--- config.mk ---
export PLATFORM = sky130hd
export DESIGN_NAME = seg_pattern_rx
export DESIGN_NICKNAME = d
export VERILOG_FILES = /design/src/rtl/seg_pattern_rx.sv
export SDC_FILE = /design/constraint.sdc
export NUM_CORES = 1
export LEC_CHECK = 0
export ABC_AREA = 1
export BUFFER_PORTS_ARGS = -buffer_cell sky130_fd_sc_hd__buf_2
export CAP_MARGIN = 40
export CORE_UTILIZATION = 40
export DETAILED_ROUTE_END_ITERATION = 10
export PLACE_DENSITY_LB_ADDON = 0.2
export SKIP_LAST_GASP = 1
export SYNTH_ARGS = -nofsm -noshare
export SYNTH_HDL_FRONTEND = slang
export SYNTH_SLANG_ARGS = --single-unit
--- constraint.sdc ---
create_clock -name clk -period 1.6 [get_ports clk]
set_input_delay 0.16 -clock clk [delete_from_list [all_inputs] [get_ports clk]]
set_output_delay 0.16 -clock clk [all_outputs]
set_load 0.02 [all_outputs]
--- src/rtl/seg_pattern_rx.sv ---
// Seven-segment pattern receiver: debounces segs_in, decodes stable patterns into class codes
// and hands them over through a valid/ready register. Optional SEGRX_ERRCNT_EN adds err_count.
module seg_pattern_rx #(
    parameter int STABLE_CYCLES = 4
) (
    input  logic       clk,
    input  logic       rst,
    input  logic [6:0] segs_in,
    input  logic       out_ready,
    output logic       code_valid,
    output logic [2:0] code,
    output logic       code_invalid,
    output logic       overflow
`ifdef SEGRX_ERRCNT_EN
    ,
    output logic [7:0] err_count
`endif
);

    localparam logic [7:0] STABLE = 8'(STABLE_CYCLES);

    typedef enum logic {S_WAIT, S_ARMED} state_t;

    function automatic logic [7:0] sat_inc(input logic [7:0] v, input logic [7:0] lim);
        return (v >= lim) ? lim : v + 8'd1;
    endfunction

    // Returns {invalid, code}.
    function automatic logic [3:0] decode(input logic [6:0] p);
        case (p)
            7'h3C:   return 4'b0_000;
            7'h6E:   return 4'b0_001;
            7'h4F:   return 4'b0_010;
            7'h5B:   return 4'b0_011;
            7'h6F:   return 4'b0_100;
            default: return 4'b1_111;
        endcase
    endfunction

    state_t      state, state_next;
    logic [6:0]  seg_q;
    logic [7:0]  cnt, cnt_next;
    logic [6:0]  last_rep;
    logic        reported;
    logic        seg_diff, reach, accept;
    logic        evt_vld_p1;
    logic [2:0]  evt_code_p1;
    logic        evt_inv_p1;

    assign seg_diff = (segs_in != seg_q);
    assign cnt_next = seg_diff ? 8'd1 : sat_inc(cnt, STABLE);
    assign reach    = !seg_diff && (cnt_next == STABLE) && (cnt != STABLE);

    // Stage p0: sampling, stability counter and acceptance
    always_ff @(posedge clk) begin
        if (rst) begin
            state    <= S_WAIT;
            seg_q    <= 7'd0;
            cnt      <= 8'd0;
            reported <= 1'b0;
        end else begin
            state <= state_next;
            seg_q <= segs_in;
            cnt   <= cnt_next;
            if (accept) begin
                reported <= 1'b1;
                last_rep <= seg_q;
            end
        end
    end

    always_comb begin
        state_next = state;
        if (seg_diff)
            state_next = S_WAIT;
        else if (cnt_next == STABLE)
            state_next = S_ARMED;
    end

    always_comb begin
        accept = 1'b0;
        if (state == S_WAIT && reach && (!reported || seg_q != last_rep))
            accept = 1'b1;
    end

    // Stage p1: decoded event awaiting the output register
    always_ff @(posedge clk) begin
        if (rst)
            evt_vld_p1 <= 1'b0;
        else
            evt_vld_p1 <= accept;
    end

    always_ff @(posedge clk) begin
        {evt_inv_p1, evt_code_p1} <= decode(seg_q);
    end

    // Stage p2: handshake output register; a busy register drops the event and flags overflow
    always_ff @(posedge clk) begin
        if (rst) begin
            code_valid   <= 1'b0;
            code         <= 3'd0;
            code_invalid <= 1'b0;
            overflow     <= 1'b0;
        end else if (evt_vld_p1) begin
            if (!code_valid || out_ready) begin
                code_valid   <= 1'b1;
                code         <= evt_code_p1;
                code_invalid <= evt_inv_p1;
            end else begin
                overflow <= 1'b1;
            end
        end else if (code_valid && out_ready) begin
            code_valid <= 1'b0;
        end
    end

`ifdef SEGRX_ERRCNT_EN
    always_ff @(posedge clk) begin
        if (rst)
            err_count <= 8'd0;
        else if (evt_vld_p1 && evt_inv_p1)
            err_count <= sat_inc(err_count, 8'd255);
    end
`endif

endmodule

==> metrics.cfg <==
[finish]
nNetsFinal=211
final_common_cell=nand2_1
layout_common_cells=nand2_1, inv_1, nor2_1
postLayoutCoreUtil_pct=52.8
antenna_cells=0
fin_area_sq_um=1660
fin_cells=244
drive_gt1_share_pct=22.5
area_growth_pct=20.6

[timing]
final-max-slew-violation-count=0
hold_viol_final=0
setup_viol=0
tns_ns=0
finalClockSkew_ns=0.00331
setup_ws_ns=0.0268
period_share_pct=98.3
rsz0062_at_grt=yes
timing.hold.ws_ns=0.0423
fmax_ghz=0.636
final.min_clock_period_ns=1.57

[power_and_ir_drop]
total_power_mw=1.47
internal-power_mw=1.13
p_sw_share_pct=23.1
p_sw_mw=0.341
cellLeakagePower_nw=0.785
combPwrFrac_pct=7.3
clkPwrFrac_pct=29.8
peakVddDrop_mv=0.591
power_density_nw_per_um2=886
p_seq_share_pct=62.9

[synth]
synth_top_cell_by_area=dfxtp_1
synth-edff-count=7
yosysUniqueCellTypes=25
synth.area.top_cells=dfxtp_1, edfxtp_1, nand2_1
yosysWarnings=0
ys_seq_area_share_pct=55.8
avgSynthCellArea_sq_um=8.36
async_flop_share_pct=0
netlist_area_sq_um=1380
synthCells=165
synth_top_area_share_pct=40.6
synthFlopType=dfxtp_1
ys_seq_elements=35

[grt]
grt_antenna_before_repair=0
grt_max_degree=14
overflow=0
use_met3_pct=6.40
grt_usage_pct=16.3
grt_pass1_vias=1059
busiest_layer=met2
grt_use_met2_pct=27.8
met1_usage_pct=17.9
grt_pass1_wl_um=4230

[placed_design]
place_congestion=0.808
dpl.hpwl_um=1800
dp.cells=234
pre_cts_ws_ns=-0.000518
numPortBuffers=15
place_area_sq_um=1570

[clock_tree]
cts_buffer_depth=2
tritoncts=built
cts-root-buf=clkbuf_4
hold_buffers=0
clk_pin_slew_ns=0.09
cts_buffers=5
cts_sinks=35
clk_latency_ns=0.33
htreeDepth=2

[detailed_routing]
drt_pass1_iterations=2
vias_per_cell=4.45
drc_errors=0
post_drt_wl_per_cell_um=9.55
ant_nets=0
vias=1087
wl_um=2330
drt_iter0_markers=32

[die]
core_area_sq_um=3150
die_y_um=60.7
start_util_pct=43.8
rows=20
fp.dieArea_sq_um=3690
ioPinCount=16
fp.dieW_um=60.7

[run_status]
status=completed

[worst_hold_path]
hold_path.class=input port to register

[worst_setup_path]
path_class=register to register
cp-end-kind=register
cp_max_fo=7
critPathLaunchType=register
cp.required_ns=1.66
cp.arrival_ns=1.63

[run]
max_cap_viol_count=0

-- logic make-up (layout without fill, tap and decap cells) --
| kind of cell | after synthesis | count (layout) | share of synthesized area [%] |
|---|---|---|---|
| buffers and inverters | 30 | 61 | 8.70 |
| xor gates and xnor gates | 5 | 5 | 3.17 |
| DFF | 35 | 35 | 55.8 |
| other | 1 | 5 | 0.272 |
| adders and majority gates | 2 | 2 | 1.81 |
| and+or+nand+nor | 72 | 72 | 22.2 |
| AOI/OAI and AO/OA | 20 | 20 | 7.98 |
-- timing repair --
| action | 4_1_cts | 5_1_grt |
|---|---|---|
| setup buffers | 0 | 2 |
| pin swaps | 0 | 7 |
| endpoints found under the setup margin | 7 | 7 |
| resized for setup | 1 | 8 |
-- critical path: stages (launching register included) --
cell,delay [ns]
dfxtp_2,0.34
xnor2_1,0.13
nand2_1,0.09
nor2_2,0.15
nand3_1,0.10
nor2_2,0.14
nand3_2,0.09
nor2_2,0.12
buf_6,0.14
-- sequential cells by signal (all words and copies together) (netlist names) --
register and flops:
seg_q 7, state 1, code 3, cnt 8, code_valid 1, reported 1
evt_inv_p1 1, last_rep 7, code_invalid 1, evt_vld_p1 1, evt_code_p1 3, overflow 1
-- area by class of cell --
cell class / instances / area [sq um]
Tap cell: 44 / 55.1
Clock inverter: 1 / 5.00
Timing Repair Buffer: 25 / 154
Multi-Input combinational cell: 104 / 522
Sequential cell: 35 / 778
Clock buffer: 7 / 45.0
Inverter: 28 / 105
Fill cell: 325 / 1490
-- synth_stat cells (all sizes together), types with 2 or more instances --
library cell and instances:
buf 2, nand3 5, nand2 29, nand4 3, o21ai 9, inv 28, ha 2, a31oi 2
nor3 3, dfxtp 28, edfxtp 7, xnor2 4, nor2 30, a21oi 7
-- power by group through the flow --
stage | Combinational, mW | Sequential, mW | Clock (mW)
final | 0.108 | 0.928 | 0.440
after global routing | 0.125 | 0.930 | 0.513
after CTS | 0.102 | 0.928 | 0.466
after detailed placement | 0.101 | 0.948 | 0
after global placement | 0.0995 | 0.946 | 0
after floorplan | 0.0611 | 0.948 | 0
-- final timing paths --
| kind | start | to | slack [ns] | cells after the start |
|---|---|---|---|---|
| max | seg_q[6]$_SDFF_PP0_ | last_rep[0]$_DFFE_PP_ | 0.03 | 8 |
| max reg2reg | seg_q[6]$_SDFF_PP0_ | last_rep[0]$_DFFE_PP_ | 0.03 | 8 |
| min reg2reg | overflow$_SDFFE_PP0P_ | overflow$_SDFFE_PP0P_ | 0.45 | 2 |
| min | segs_in[6] | seg_q[6]$_SDFF_PP0_ | 0.04 | 3 |
-- layer usage --
layer / vias up / share of wire [%]
met4: 0 / 2.4
met3: 7 / 4.4
met1: 480 / 45
met2: 19 / 48
li1: 581 / -
met5: - / 0
Power figures use the tool's default switching activity.
